File: config.mk
export PLATFORM = sky130hd
export DESIGN_NAME = mouse_packet_tracker
export DESIGN_NICKNAME = d
export VERILOG_FILES = /design/src/rtl/mouse_pkg.sv /design/src/rtl/mouse_axis_clamp.sv /design/src/rtl/mouse_packet_tracker.sv
export SDC_FILE = /design/constraint.sdc
export NUM_CORES = 1
export LEC_CHECK = 0
export BUFFER_PORTS_ARGS = -buffer_cell sky130_fd_sc_hd__buf_4
export CELL_PAD_IN_SITES_DETAIL_PLACEMENT = 1
export CELL_PAD_IN_SITES_GLOBAL_PLACEMENT = 2
export CORE_MARGIN = 5
export CORE_UTILIZATION = 30
export CTS_CLUSTER_SIZE = 10
export DETAILED_ROUTE_END_ITERATION = 10
export HOLD_SLACK_MARGIN = 0.1
export PLACE_DENSITY_LB_ADDON = 0.1
export SLEW_MARGIN = 10
export SYNTH_ARGS = -nofsm -noshare
export SYNTH_HDL_FRONTEND = slang
export SYNTH_HIERARCHICAL = 1
export SYNTH_SLANG_ARGS = --single-unit
File: constraint.sdc
create_clock -name CLOCK_50 -period 2.4 [get_ports CLOCK_50]
set_input_delay 0.36 -clock CLOCK_50 [delete_from_list [all_inputs] [get_ports CLOCK_50]]
set_output_delay 0.36 -clock CLOCK_50 [all_outputs]
set_load 0.01 [all_outputs]
File: src/rtl/mouse_pkg.sv
// Shared definitions for the PS/2 mouse packet tracker.
//   - packet FSM state encoding
//   - header byte bit positions and a decoded header struct
//   - default screen geometry
package mouse_pkg;

  typedef enum logic [1:0] {
    ST_HDR = 2'd0,
    ST_DX  = 2'd1,
    ST_DY  = 2'd2,
    ST_WHL = 2'd3
  } state_t;

  // Header byte bit positions
  localparam int HB_L    = 0;
  localparam int HB_R    = 1;
  localparam int HB_M    = 2;
  localparam int HB_SYNC = 3;  // always 1 in a genuine header
  localparam int HB_XS   = 4;
  localparam int HB_YS   = 5;
  localparam int HB_XO   = 6;
  localparam int HB_YO   = 7;

  localparam int DEF_SCREEN_W = 640;
  localparam int DEF_SCREEN_H = 480;

  // Header fields kept between the header strobe and the final byte
  typedef struct packed {
    logic yo;
    logic xo;
    logic ys;
    logic xs;
    logic m;
    logic r;
    logic l;
  } hdr_t;

  function automatic hdr_t decode_hdr(input logic [7:0] b);
    hdr_t h;
    h.l  = b[HB_L];
    h.r  = b[HB_R];
    h.m  = b[HB_M];
    h.xs = b[HB_XS];
    h.ys = b[HB_YS];
    h.xo = b[HB_XO];
    h.yo = b[HB_YO];
    return h;
  endfunction

endpackage

File: src/rtl/mouse_axis_clamp.sv
// Add a signed delta to an unsigned axis position and clamp to [0, LIMIT-1].
// Ports:
//   pos      - current position (W bits, unsigned)
//   delta    - signed motion, SW bits (SW must leave headroom over W)
//   pos_next - clamped result
module mouse_axis_clamp #(
  parameter int W     = 10,
  parameter int SW    = 12,
  parameter int LIMIT = 640
) (
  input  logic [W-1:0]         pos,
  input  logic signed [SW-1:0] delta,
  output logic [W-1:0]         pos_next
);

  localparam logic signed [SW-1:0] MAXV = SW'(LIMIT - 1);

  logic signed [SW-1:0] sum;

  always_comb begin
    sum = $signed({{(SW-W){1'b0}}, pos}) + delta;
    if (sum[SW-1])        pos_next = '0;
    else if (sum > MAXV)  pos_next = MAXV[W-1:0];
    else                  pos_next = sum[W-1:0];
  end

endmodule

File: src/rtl/mouse_packet_tracker.sv
// PS/2 mouse packet decoder and cursor tracker.
// Collects header/dx/dy bytes from a PS/2 receiver, applies scaled and
// clamped motion to an on-screen cursor, and tracks button state.
// Optional macro MOUSE_WHEEL_EN: 4-byte IntelliMouse packets and a
// saturating signed wheel_pos output.
// Ports:
//   CLOCK_50, resetn (async, active low)
//   received_data[7:0], received_data_en   - byte stream from PS/2 rx
//   x_position, y_position                 - cursor (0,0 = top left)
//   left_btn, right_btn, middle_btn        - button levels
//   left_click                             - pulse on left press
//   packet_valid                           - pulse when a packet is applied
//   sync_err_cnt                           - saturating resync counter
//   wheel_pos (MOUSE_WHEEL_EN only)        - wheel accumulator
module mouse_packet_tracker
  import mouse_pkg::*;
#(
  parameter int SCREEN_W    = DEF_SCREEN_W,
  parameter int SCREEN_H    = DEF_SCREEN_H,
  parameter int X_W         = 10,
  parameter int Y_W         = 9,
  parameter int SENS_SHIFT  = 0,
  parameter int TIMEOUT_CYC = 1_000_000
) (
  input  logic              CLOCK_50,
  input  logic              resetn,
  input  logic [7:0]        received_data,
  input  logic              received_data_en,
  output logic [X_W-1:0]    x_position,
  output logic [Y_W-1:0]    y_position,
  output logic              left_btn,
  output logic              right_btn,
  output logic              middle_btn,
  output logic              left_click,
  output logic              packet_valid,
`ifdef MOUSE_WHEEL_EN
  output logic signed [7:0] wheel_pos,
`endif
  output logic [7:0]        sync_err_cnt
);

  localparam int SW = ((X_W > Y_W) ? X_W : Y_W) + 2;
  localparam int CW = $clog2(TIMEOUT_CYC + 1);
  localparam logic [CW-1:0] TO = CW'(TIMEOUT_CYC);

  state_t         state;
  hdr_t           hdr;
  logic [7:0]     dx_byte;
  logic [7:0]     dy_src;
  logic [CW-1:0]  idle_cnt;
  logic           last_byte;

`ifdef MOUSE_WHEEL_EN
  logic [7:0]         dy_byte;
  logic signed [8:0]  wsum;
  assign dy_src    = dy_byte;
  assign last_byte = (state == ST_WHL);
  // 4-bit signed dz widened and added with one bit of headroom
  assign wsum = {wheel_pos[7], wheel_pos} +
                {{5{received_data[3]}}, received_data[3:0]};
`else
  // dy arrives on the final strobe, so it is used straight off the bus
  assign dy_src    = received_data;
  assign last_byte = (state == ST_DY);
`endif

  // Motion deltas: 9-bit two's complement, sensitivity shift, overflow kill.
  // y is negated because PS/2 reports up as positive and row 0 is the top.
  logic signed [8:0]    dx9, dy9, dx_sh, dy_sh;
  logic signed [SW-1:0] dx_e, dy_e, dx_d, dy_d;

  always_comb begin
    dx9   = $signed({hdr.xs, dx_byte});
    dy9   = $signed({hdr.ys, dy_src});
    dx_sh = dx9 >>> SENS_SHIFT;
    dy_sh = dy9 >>> SENS_SHIFT;
    dx_e  = {{(SW-9){dx_sh[8]}}, dx_sh};
    dy_e  = {{(SW-9){dy_sh[8]}}, dy_sh};
    dx_d  = hdr.xo ? '0 : dx_e;
    dy_d  = hdr.yo ? '0 : -dy_e;
  end

  logic [X_W-1:0] x_next;
  logic [Y_W-1:0] y_next;

  mouse_axis_clamp #(.W(X_W), .SW(SW), .LIMIT(SCREEN_W)) u_x_clamp (
    .pos      (x_position),
    .delta    (dx_d),
    .pos_next (x_next)
  );

  mouse_axis_clamp #(.W(Y_W), .SW(SW), .LIMIT(SCREEN_H)) u_y_clamp (
    .pos      (y_position),
    .delta    (dy_d),
    .pos_next (y_next)
  );

  always_ff @(posedge CLOCK_50 or negedge resetn) begin
    if (!resetn) begin
      state        <= ST_HDR;
      hdr          <= '0;
      dx_byte      <= '0;
      idle_cnt     <= '0;
      x_position   <= X_W'(SCREEN_W / 2);
      y_position   <= Y_W'(SCREEN_H / 2);
      left_btn     <= 1'b0;
      right_btn    <= 1'b0;
      middle_btn   <= 1'b0;
      left_click   <= 1'b0;
      packet_valid <= 1'b0;
      sync_err_cnt <= '0;
`ifdef MOUSE_WHEEL_EN
      dy_byte      <= '0;
      wheel_pos    <= '0;
`endif
    end else begin
      left_click   <= 1'b0;
      packet_valid <= 1'b0;

      if (received_data_en) begin
        idle_cnt <= '0;
        case (state)
          ST_HDR: begin
            if (received_data[HB_SYNC]) begin
              hdr   <= decode_hdr(received_data);
              state <= ST_DX;
            end else if (sync_err_cnt != 8'hFF) begin
              sync_err_cnt <= sync_err_cnt + 8'd1;
            end
          end
          ST_DX: begin
            dx_byte <= received_data;
            state   <= ST_DY;
          end
`ifdef MOUSE_WHEEL_EN
          ST_DY: begin
            dy_byte <= received_data;
            state   <= ST_WHL;
          end
`endif
          default: state <= ST_HDR;  // final byte of the packet
        endcase

        if (last_byte) begin
          x_position   <= x_next;
          y_position   <= y_next;
          left_btn     <= hdr.l;
          right_btn    <= hdr.r;
          middle_btn   <= hdr.m;
          left_click   <= hdr.l & ~left_btn;
          packet_valid <= 1'b1;
`ifdef MOUSE_WHEEL_EN
          if (wsum > 9'sd127)        wheel_pos <= 8'sd127;
          else if (wsum < -9'sd128)  wheel_pos <= -8'sd128;
          else                       wheel_pos <= wsum[7:0];
`endif
        end
      end else if (state != ST_HDR && idle_cnt == TO) begin
        // Stalled mid-packet: drop it and wait for a fresh header
        state    <= ST_HDR;
        idle_cnt <= '0;
        if (sync_err_cnt != 8'hFF) sync_err_cnt <= sync_err_cnt + 8'd1;
      end else if (idle_cnt != TO) begin
        idle_cnt <= idle_cnt + CW'(1);
      end
    end
  end

endmodule

==> out/summary.md, run 1 <==
In this run the static leakage power is 3.01 nW. Post-route antenna net violation count: 0. The first TritonRoute pass finished after 4 iterations.

The tools report the number of rows in the core area as 45. The final-report max-slew violation count was 0. Across the VDD grid, the largest voltage drop is 0.441 mV.

The first global-routing pass estimated 22000 µm of wire. The via count of the first global-routing pass is 4438, and the sum of internal, switching and leakage power is 0.00725 W. The run gives 70 as the largest net degree at the start of global routing. In this run the count of I/O pins placed on the die edge is 43.

For the worst-skew pair, the clock arrives at the later sink with an insertion delay of 0.34 ns. After clock tree synthesis, the flow added hold-fix buffers numbering 0. The cell count after placement was 809; the die width was 135 µm. Data arrives at the worst endpoint at 2.86 ns. The number of hold-slack violations in the final timing report was 0; the clock period minus final worst setup slack was 2.59 ns.

The final worst-path setup slack is -0.189 ns. The H-tree was split into 3 levels. TritonCTS built the clock tree. After detailed routing, the number of remaining DRC violations is 0. The peak fanout along the critical path works out to 9. The core region is 15300 µm². At the pin with the least slew margin, the transition time is 0.908 ns. In this run, synthesis produced a sequential element count of 69. Synthesis produced a netlist whose cell count is 498. Routed wire length: 13100 µm. The final layout contains 660 nets. The mapped netlist covers 4700 µm².

Port buffering added 42 buffers. Setup violations remaining at the end of the flow were counted as 14. For this run, the number of standard cells in the final layout without fillers is 840. The via density per instance is 4.79, and the filler cell count in the final layout is 1767. The HPWL after detailed placement is 9680 µm.

Setup repair after global routing could not meet its margin everywhere. Counting every net in the synthesized netlist gives 534. The fraction of final layout cells with drive strength greater than 1 was 38.3%; the vertical die dimension was 135 µm. The share of synthesized area occupied by flip-flops and latches was 36.9%; the signed area change from the synthesized netlist to the final layout was 36.2%.

The portion of the clock cycle consumed by the worst path in the final layout works out to 108%. The total global-route track usage was 15.0%; the starting utilization of the core area was 30.7%. The worst setup path is launched from a primary input. The tools report the normalized max-slew margin as 39.5%. The worst setup path is of the primary input to flop kind.

The run gives 18300 µm² as the area of the die. In this run, distinct cell masters in the synthesized netlist total 75. The logs give 0 for the initial antenna violation count and 2 for the worst-case clock buffer depth.

Power spread over the standard cell area amounts to 1130 nW/µm². Share of flip-flops with an asynchronous set or reset after synthesis: 100%. The checks that failed: negative setup slack.

Yosys printed 6 warnings. The clock drives 69 sinks. The clock root buffer was clkbuf_16.

Summed over all failing endpoints, the final setup total negative slack is -1.52 ns. The run finished, with violations left. The number of violations of the max-capacitance limit is 0, and the number of enable-type register cells in the synthesized netlist is 0. For the worst setup path, the data required time is 2.67 ns. Worst hold-check slack: 0.164 ns. The total overflow reported by the global router was 0; the violation count after the first detailed-routing iteration was 86. The nature of the critical path endpoint is a flop. The per-cell routed wire length was 15.6 µm; the mean instance size in the synthesized netlist was 9.44 µm². Clock-pin slew was measured on the worst setup and hold paths at 0.06 ns. The final weighted congestion in routability-driven placement came out at 0.823. In the synthesized netlist the dominant register cell turns out to be dfrtp_1.

Summing over every cut layer, the via total after detailed routing is 4027. The CTS buffer count is 9. The worst hold-check path type is primary input to asynchronous set/reset pin. The maximum achievable frequency is 0.386 GHz, and the clock tree skew after final layout is 0.00616 ns. Cells fill 41.8% of the core in the end. For the number of antenna diodes, the log shows 0.
==> registers in the layout (all words and copies together) (netlist names) <==
| name | count |
|---|---|
| dy9 | 1 |
| middle_btn | 1 |
| idle_cnt | 20 |
| right_btn | 1 |
| x_position | 10 |
| sync_err_cnt | 8 |
| y_position | 9 |
| hdr | 5 |
| dx_byte | 8 |
| state | 2 |
| dx9 | 1 |
| left_btn | 1 |
| left_click | 1 |
| packet_valid | 1 |
==> layout by cell type, fill, tap and decap left out, drive strengths merged, types with 3 or more instances in the layout <==
cell type,Yosys,final
buf,6,128
inv,17,19
and3,9,9
xnor2,16,16
nor3,12,12
o22ai,3,3
a31oi,13,13
nand2,84,84
o21ai,6,6
and2,3,3
a211o,3,3
a21oi,23,23
nand3,25,25
dfrtp,63,63
nand2b,6,6
mux2,14,14
nor2b,11,11
or3,3,3
clkbuf,7,12
dfstp,6,6
a21o,11,11
nand4,11,11
nor4,4,4
xor2,28,28
o211ai,4,4
ha,23,23
nor2,51,51
==> through the flow <==
| stage | instance area (µm²) | setup slack (ns) |
|---|---|---|
| 2_1_floorplan | 4730 | -0.414 |
| 3_3_place_gp | 5740 | -0.648 |
| 3_5_place_dp | 5740 | -0.723 |
| 4_1_cts | 6310 | -0.171 |
| 5_1_grt | 6400 | -0.354 |
| 6_report | 6400 | -0.189 |
==> where the power goes <==
part	leakage, nW	switching, W	total, W	internal, W
Clock	0.138	0.000544	0.00128	0.000737
Sequential	0.880	0.000282	0.00178	0.00150
Combinational	1.99	0.00205	0.00418	0.00213
==> layout make-up <==
type / instances / area (µm²) / area share (%)
Clock buffer: 12 / 246 / 3.85
Tap cell: 211 / 264 / 4.12
Inverter: 17 / 63.8 / 0.996
Sequential cell: 69 / 1730 / 27.1
Clock inverter: 4 / 31.3 / 0.488
Multi-Input combinational cell: 399 / 3080 / 48.1
Timing Repair Buffer: 128 / 983 / 15.4
==> kinds of logic after synthesis <==
group | share of synthesized area (%)
AOI/OAI and AO/OA | 14.5
xor gates and xnor gates | 9.15
adders and majority gates | 6.97
buffers and inverters | 3.43
DFF | 36.9
muxes | 3.43
and+or+nand+nor | 25.6
==> per-layer routing <==
layer	global-route usage [%]	vias to the layer above	routed length (µm)
li1	-	1999	-
met4	4.54	0	175
met2	26.6	34	6620
met3	2.67	9	300
met5	0	-	0
met1	18.7	1985	5990
==> final timing paths <==
path / from / end / slack (ns) / cells after the start
worst max-delay path: received_data[6] / y_position[5]$_DFFE_PN1P_ / -0.19 / 13
worst min-delay path: resetn / x_position[2]$_DFFE_PN0P_ / 0.16 / 1
worst min register to register: left_btn$_DFFE_PN0P_ / left_click$_DFF_PN0_ / 0.46 / 1
worst max register to register: hdr[6]$_DFFE_PN0P_ / y_position[5]$_DFFE_PN1P_ / -0.16 / 13
min in group CLOCK_50: received_data_en / idle_cnt[1]$_DFFE_PN0P_ / 0.25 / 2
max in group asynchronous: resetn / y_position[8]$_DFFE_PN0P_ / 1.66 / 1
==> critical path, stage by stage <==
cell and delay, ns:
buf_6 0.10, or4_4 0.55, nor3_4 0.15, xor2_1 0.17, nor2_1 0.06, ha_1 0.32, a21o_1 0.22, a22oi_1 0.21
nand3_1 0.13, a31o_4 0.30, and4b_1 0.20, nand2_1 0.06, nand2_1 0.05
==> synthesized netlist by cell type, types with 2 or more instances <==
cell | n | area (µm²)
mux2_2 | 13 | 146
nand2_1 | 84 | 315
nand3_1 | 25 | 125
dfrtp_1 | 63 | 1580
nand4_1 | 9 | 56.3
dfstp_2 | 6 | 158
o31ai_4 | 2 | 42.5
xor2_1 | 27 | 236
and4_1 | 2 | 17.5
a21oi_2 | 3 | 26.3
o211a_1 | 2 | 20.0
clkbuf_1 | 5 | 18.8
nand4b_1 | 2 | 17.5
nand2b_1 | 6 | 37.5
fa_1 | 2 | 40.0
nand3b_1 | 2 | 15.0
and3_1 | 8 | 50.1
nor3_1 | 11 | 55.1
a31oi_1 | 13 | 81.3
o21a_1 | 2 | 15.0
and2_1 | 2 | 12.5
or3_1 | 2 | 12.5
a21oi_4 | 4 | 65.1
a22oi_1 | 2 | 15.0
nor2_1 | 51 | 191
nor2b_1 | 11 | 68.8
o22ai_1 | 3 | 18.8
a21boi_1 | 2 | 15.0
o21ai_0 | 4 | 20.0
a211o_1 | 2 | 17.5
buf_6 | 5 | 56.3
o211ai_1 | 3 | 22.5
a21o_1 | 11 | 82.6
ha_1 | 23 | 288
a21oi_1 | 16 | 80.1
xnor2_1 | 14 | 123
inv_1 | 17 | 63.8
nor4_4 | 2 | 42.5
==> timing repair <==
item | in CTS | in global routing
endpoints found under the setup margin | 19 | 19
pin swaps | 24 | 15
buffers inserted | 13 | 2
gates resized for setup | 43 | 13
(Power assumes the default switching activity.)
==> inputs of run 2 (changes only) <==
CORE_ASPECT_RATIO = 1.1   (was not set)
CTS_CLUSTER_DIAMETER = 60   (was not set)
==> run 2 against run 1 <==
Compared with the run above:
- the run still ends with negative setup slack left
- power is 5.5% higher
- combinational power is 7.2% higher
- worst setup slack worse by 0.091 ns
- fmax is 3.4% lower
- register-to-register slack worse by 0.06 ns
- critical path type unchanged
- critical endpoint is now y_position[0]$_DFFE_PN0P_
- highest routed layer unchanged
==> out/summary.md, run 2 (synthesized netlist as in run 1, its figures left out) <==
The logs give 0.00298 W (was 0.00288 W) for the net switching component of the power and 13600 µm (was 13100 µm) for the routed wire length. The register bank with the most flops is idle_cnt (unchanged). The data required time of the worst path was 2.68 ns (was 2.67 ns). The sequential fraction of design power is 23.4% (was 24.6%). Setup repair after global routing could not meet its margin everywhere. The area of the placeable core is 15600 µm² (was 15300 µm²), and the later-pin clock latency in the skew report is 0.34 ns (about the same). The logs give 0 (unchanged) for the post-route antenna net violation count and 3 (unchanged) for the number of H-tree levels.

The portion of the clock cycle consumed by the worst path in the final layout works out to 112% (was 108%). Leading registers by flop count: idle_cnt: 20 flops, x_position: 10 flops, y_position: 9 flops (unchanged). The logs give 0 (unchanged) for the number of antenna diodes and 77 (was 86) for the violation count after the first detailed-routing iteration.

The CTS clock-pin slew for the worst setup and hold paths was 0.06 ns (about the same). The worst hold path passes through 2 cells. The tools report the sum of internal, switching and leakage power as 0.00765 W (was 0.00725 W).

The logs give 4150 (was 4027) for the routed via count and 4575 (was 4438) for the via count of the first global-routing pass. The run gives 0.00466 W (was 0.00437 W) as the internal portion of total power. For the number of hold-slack violations in the final timing report, the log shows 0 (unchanged).

The run finished, with violations left. The number of flip-flops under the largest register name came out at 20 (unchanged). The power density over cell area works out to 1150 nW/µm² (was 1130 nW/µm²). The number of rows in the core area came out at 48 (was 45).

Maximum vdd drop: 0.312 mV (was 0.441 mV). The clock root buffer was clkbuf_16 (unchanged). The run gives 0.00476 ns (was 0.00616 ns) as the clock tree skew after final layout. The number of violations of the max-capacitance limit came out at 0 (unchanged). Depth of the worst register-to-register path: 12 (was 13).

The logs give 9 (unchanged) for the CTS buffer count and 0 (unchanged) for the initial antenna violation count. Leading cell types in the layout, fill and taps excluded: buf_4, nand2_1, dfrtp_1 (unchanged). The final worst-path setup slack is -0.280 ns (was -0.189 ns), and the total iterations of the first detailed-routing run is 4 (unchanged). The signed area change from the synthesized netlist to the final layout works out to 40.9% (was 36.2%). The worst hold path startpoint is received_data_en.

Worst hold-check path type: primary input to flop (was primary input to asynchronous set/reset pin). The element type at the critical path start is a primary input (unchanged). The worst-case clock buffer depth is 2 (unchanged).

For the filler cell count in the final layout, the log shows 1792 (was 1767). The starting utilization of the core area came out at 30.2% (was 30.7%). The number of setup violations in the final report came out at 19 (was 14).

The via density per instance works out to 4.90 (was 4.79). Violated checks: negative setup slack (unchanged). The vertical die dimension is 141 µm (was 135 µm), and the register-to-register path setup slack is -0.22 ns (was -0.16 ns). The final-stage net count is 678 (was 660).

The logs give 58.6% (was 57.7%) for the share of total power in combinational logic and 22800 µm (was 22000 µm) for the global-route wire length before repair. The post-DP HPWL is 9850 µm (was 9680 µm). The logs give 65.9% (was 39.5%) for the normalized max-slew margin and 2.96 ns (was 2.86 ns) for the arrival time at the worst endpoint.

The peak fanout along the critical path was 6 (was 9); the fraction of final layout cells with drive strength greater than 1 was 41.6% (was 38.3%). For hold timing, the worst endpoint is idle_cnt[1]$_DFFE_PN0P_. The logs give 0.799 (was 0.823) for the final weighted congestion in routability-driven placement and 69 (unchanged) for the TritonCTS sink count. The tools report the capture instance of the worst register-to-register path as y_position[0]$_DFFE_PN0P_ (was y_position[5]$_DFFE_PN1P_).

The beginning of the worst register-to-register path was hdr[6]$_DFFE_PN0P_ (unchanged). For the setup slack after placement, the log shows -0.715 ns (was -0.723 ns). The switching fraction of total power works out to 39.0% (was 39.7%). For the total global-route track usage, the log shows 15.5% (was 15.0%). The nature of the critical path endpoint is a flop (unchanged). The run gives 3.16 nW (was 3.01 nW) as the leakage power total.

The transition at the pin with the smallest max-transition slack came out at 0.512 ns (was 0.908 ns). The run gives 0 (unchanged) as the count of unresolved DRC violations after routing. The final-report max-slew violation count came out at 0 (unchanged).

The area of the die was 18300 µm² (about the same); the largest net degree at the start of global routing was 37 (was 70). The die width was 129 µm (was 135 µm). Most common cell after layout, fill and taps aside: buf_4 (unchanged). The boundary pin count is 43 (unchanged), and the clock period minus final worst setup slack is 2.68 ns (was 2.59 ns). The run gives 17.9% (was 17.7%) as the proportion of power drawn by the clock network. The maximum achievable frequency was 0.373 GHz (was 0.386 GHz). The run gives 0 (unchanged) as the total overflow reported by the global router. The number of buffers inserted by port buffering was 42 (unchanged). TritonCTS built the clock tree. The per-cell routed wire length came out at 16.0 µm (was 15.6 µm). Kind of critical path: primary input to flop (unchanged).
==> run 2: cell count changes in the layout (fill, tap and decap cells not counted), moves of 2 or more <==
cell,previous run,this run
clkinv_2,1,3
nand3_2,1,3
buf_4,122,136
ha_2,4,2
nor2b_4,1,3
clkbuf_1,2,0
inv_6,2,0
a31oi_2,3,1
inv_4,0,2
nand3_1,24,22
a31oi_1,10,12
nor2b_1,7,5
==> run 2: worst max-delay path by stage <==
stage,start,to,slack [ns],cells after the start
2_1_floorplan,received_data[3],y_position[5]$_DFFE_PN1P_,-0.41,13
3_3_place_gp,received_data[6],y_position[8]$_DFFE_PN0P_,-0.65,14
3_5_place_dp,received_data[6],y_position[0]$_DFFE_PN0P_,-0.71,14
4_1_cts,hdr[6]$_DFFE_PN0P_,y_position[0]$_DFFE_PN0P_,-0.21,12
5_1_grt,received_data[6],y_position[0]$_DFFE_PN0P_,-0.39,14
6_report,received_data[6],y_position[0]$_DFFE_PN0P_,-0.28,14
==> run 2: metal layers <==
| metal | part of all wire (%) | vias up | global-route usage [%] |
|---|---|---|---|
| met5 | 0 | - | 0 |
| met4 | 1.9 | 0 | 5.53 |
| met3 | 2.4 | 17 | 2.26 |
| met2 | 52 | 38 | 26.8 |
| met1 | 44 | 2049 | 19.7 |
| li1 | - | 2046 | - |
==> run 2: timing repair <==
item	4_1_cts	5_1_grt
resized for setup	56	17
pin swaps	60	29
gates cloned	1	0
endpoints found under the hold margin	27	0
hold buffers	1	0
setup buffers	21	5
endpoints found under the setup margin	19	19
==> run 2: power by group through the flow <==
stage,registers (W),clock network (W),logic (W)
3_5_place_dp,0.00180,0,0.00382
6_report,0.00179,0.00137,0.00448
2_1_floorplan,0.00182,0,0.00222
5_1_grt,0.00185,0.00145,0.00493
4_1_cts,0.00179,0.00141,0.00433
3_3_place_gp,0.00179,0,0.00376
==> run 2: area by class of cell <==
cell class              count  area (µm²)  area share (%)
inverters                  17        68.8            1.04
clock buffers              10         239            3.61
repair buffers            145        1130            17.0
well taps                 200         250            3.78
multi-input cells         400        3140            47.4
clock inverters             6        62.6           0.944
flip-flops and latches     69        1730            26.2
==> run 2: through the flow <==
step           TNS (ns)  cells  hold WS [ns]  instance area, µm²  util (%)
2_1_floorplan     -3.38    498        0.0644                4730         -
3_3_place_gp      -7.02    804         0.362                5780      37.2
3_5_place_dp      -8.65    804         0.368                5780      37.2
4_1_cts           -3.17    842         0.237                6490      41.7
5_1_grt           -5.95    847         0.271                6630      42.6
6_report          -3.64    847         0.248                6630      42.6
==> run 2: worst max-delay path, stage by stage <==
cell and delay [ns]:
buf_6 0.09, or4_4 0.54, nand2b_4 0.17, nor2_4 0.11, nor3_2 0.05, ha_1 0.34, o21a_1 0.21, nor2_2 0.06
a211o_1 0.25, nand3_2 0.09, nand4b_1 0.25, a31oi_1 0.28, nand2_1 0.08, nand2_1 0.07
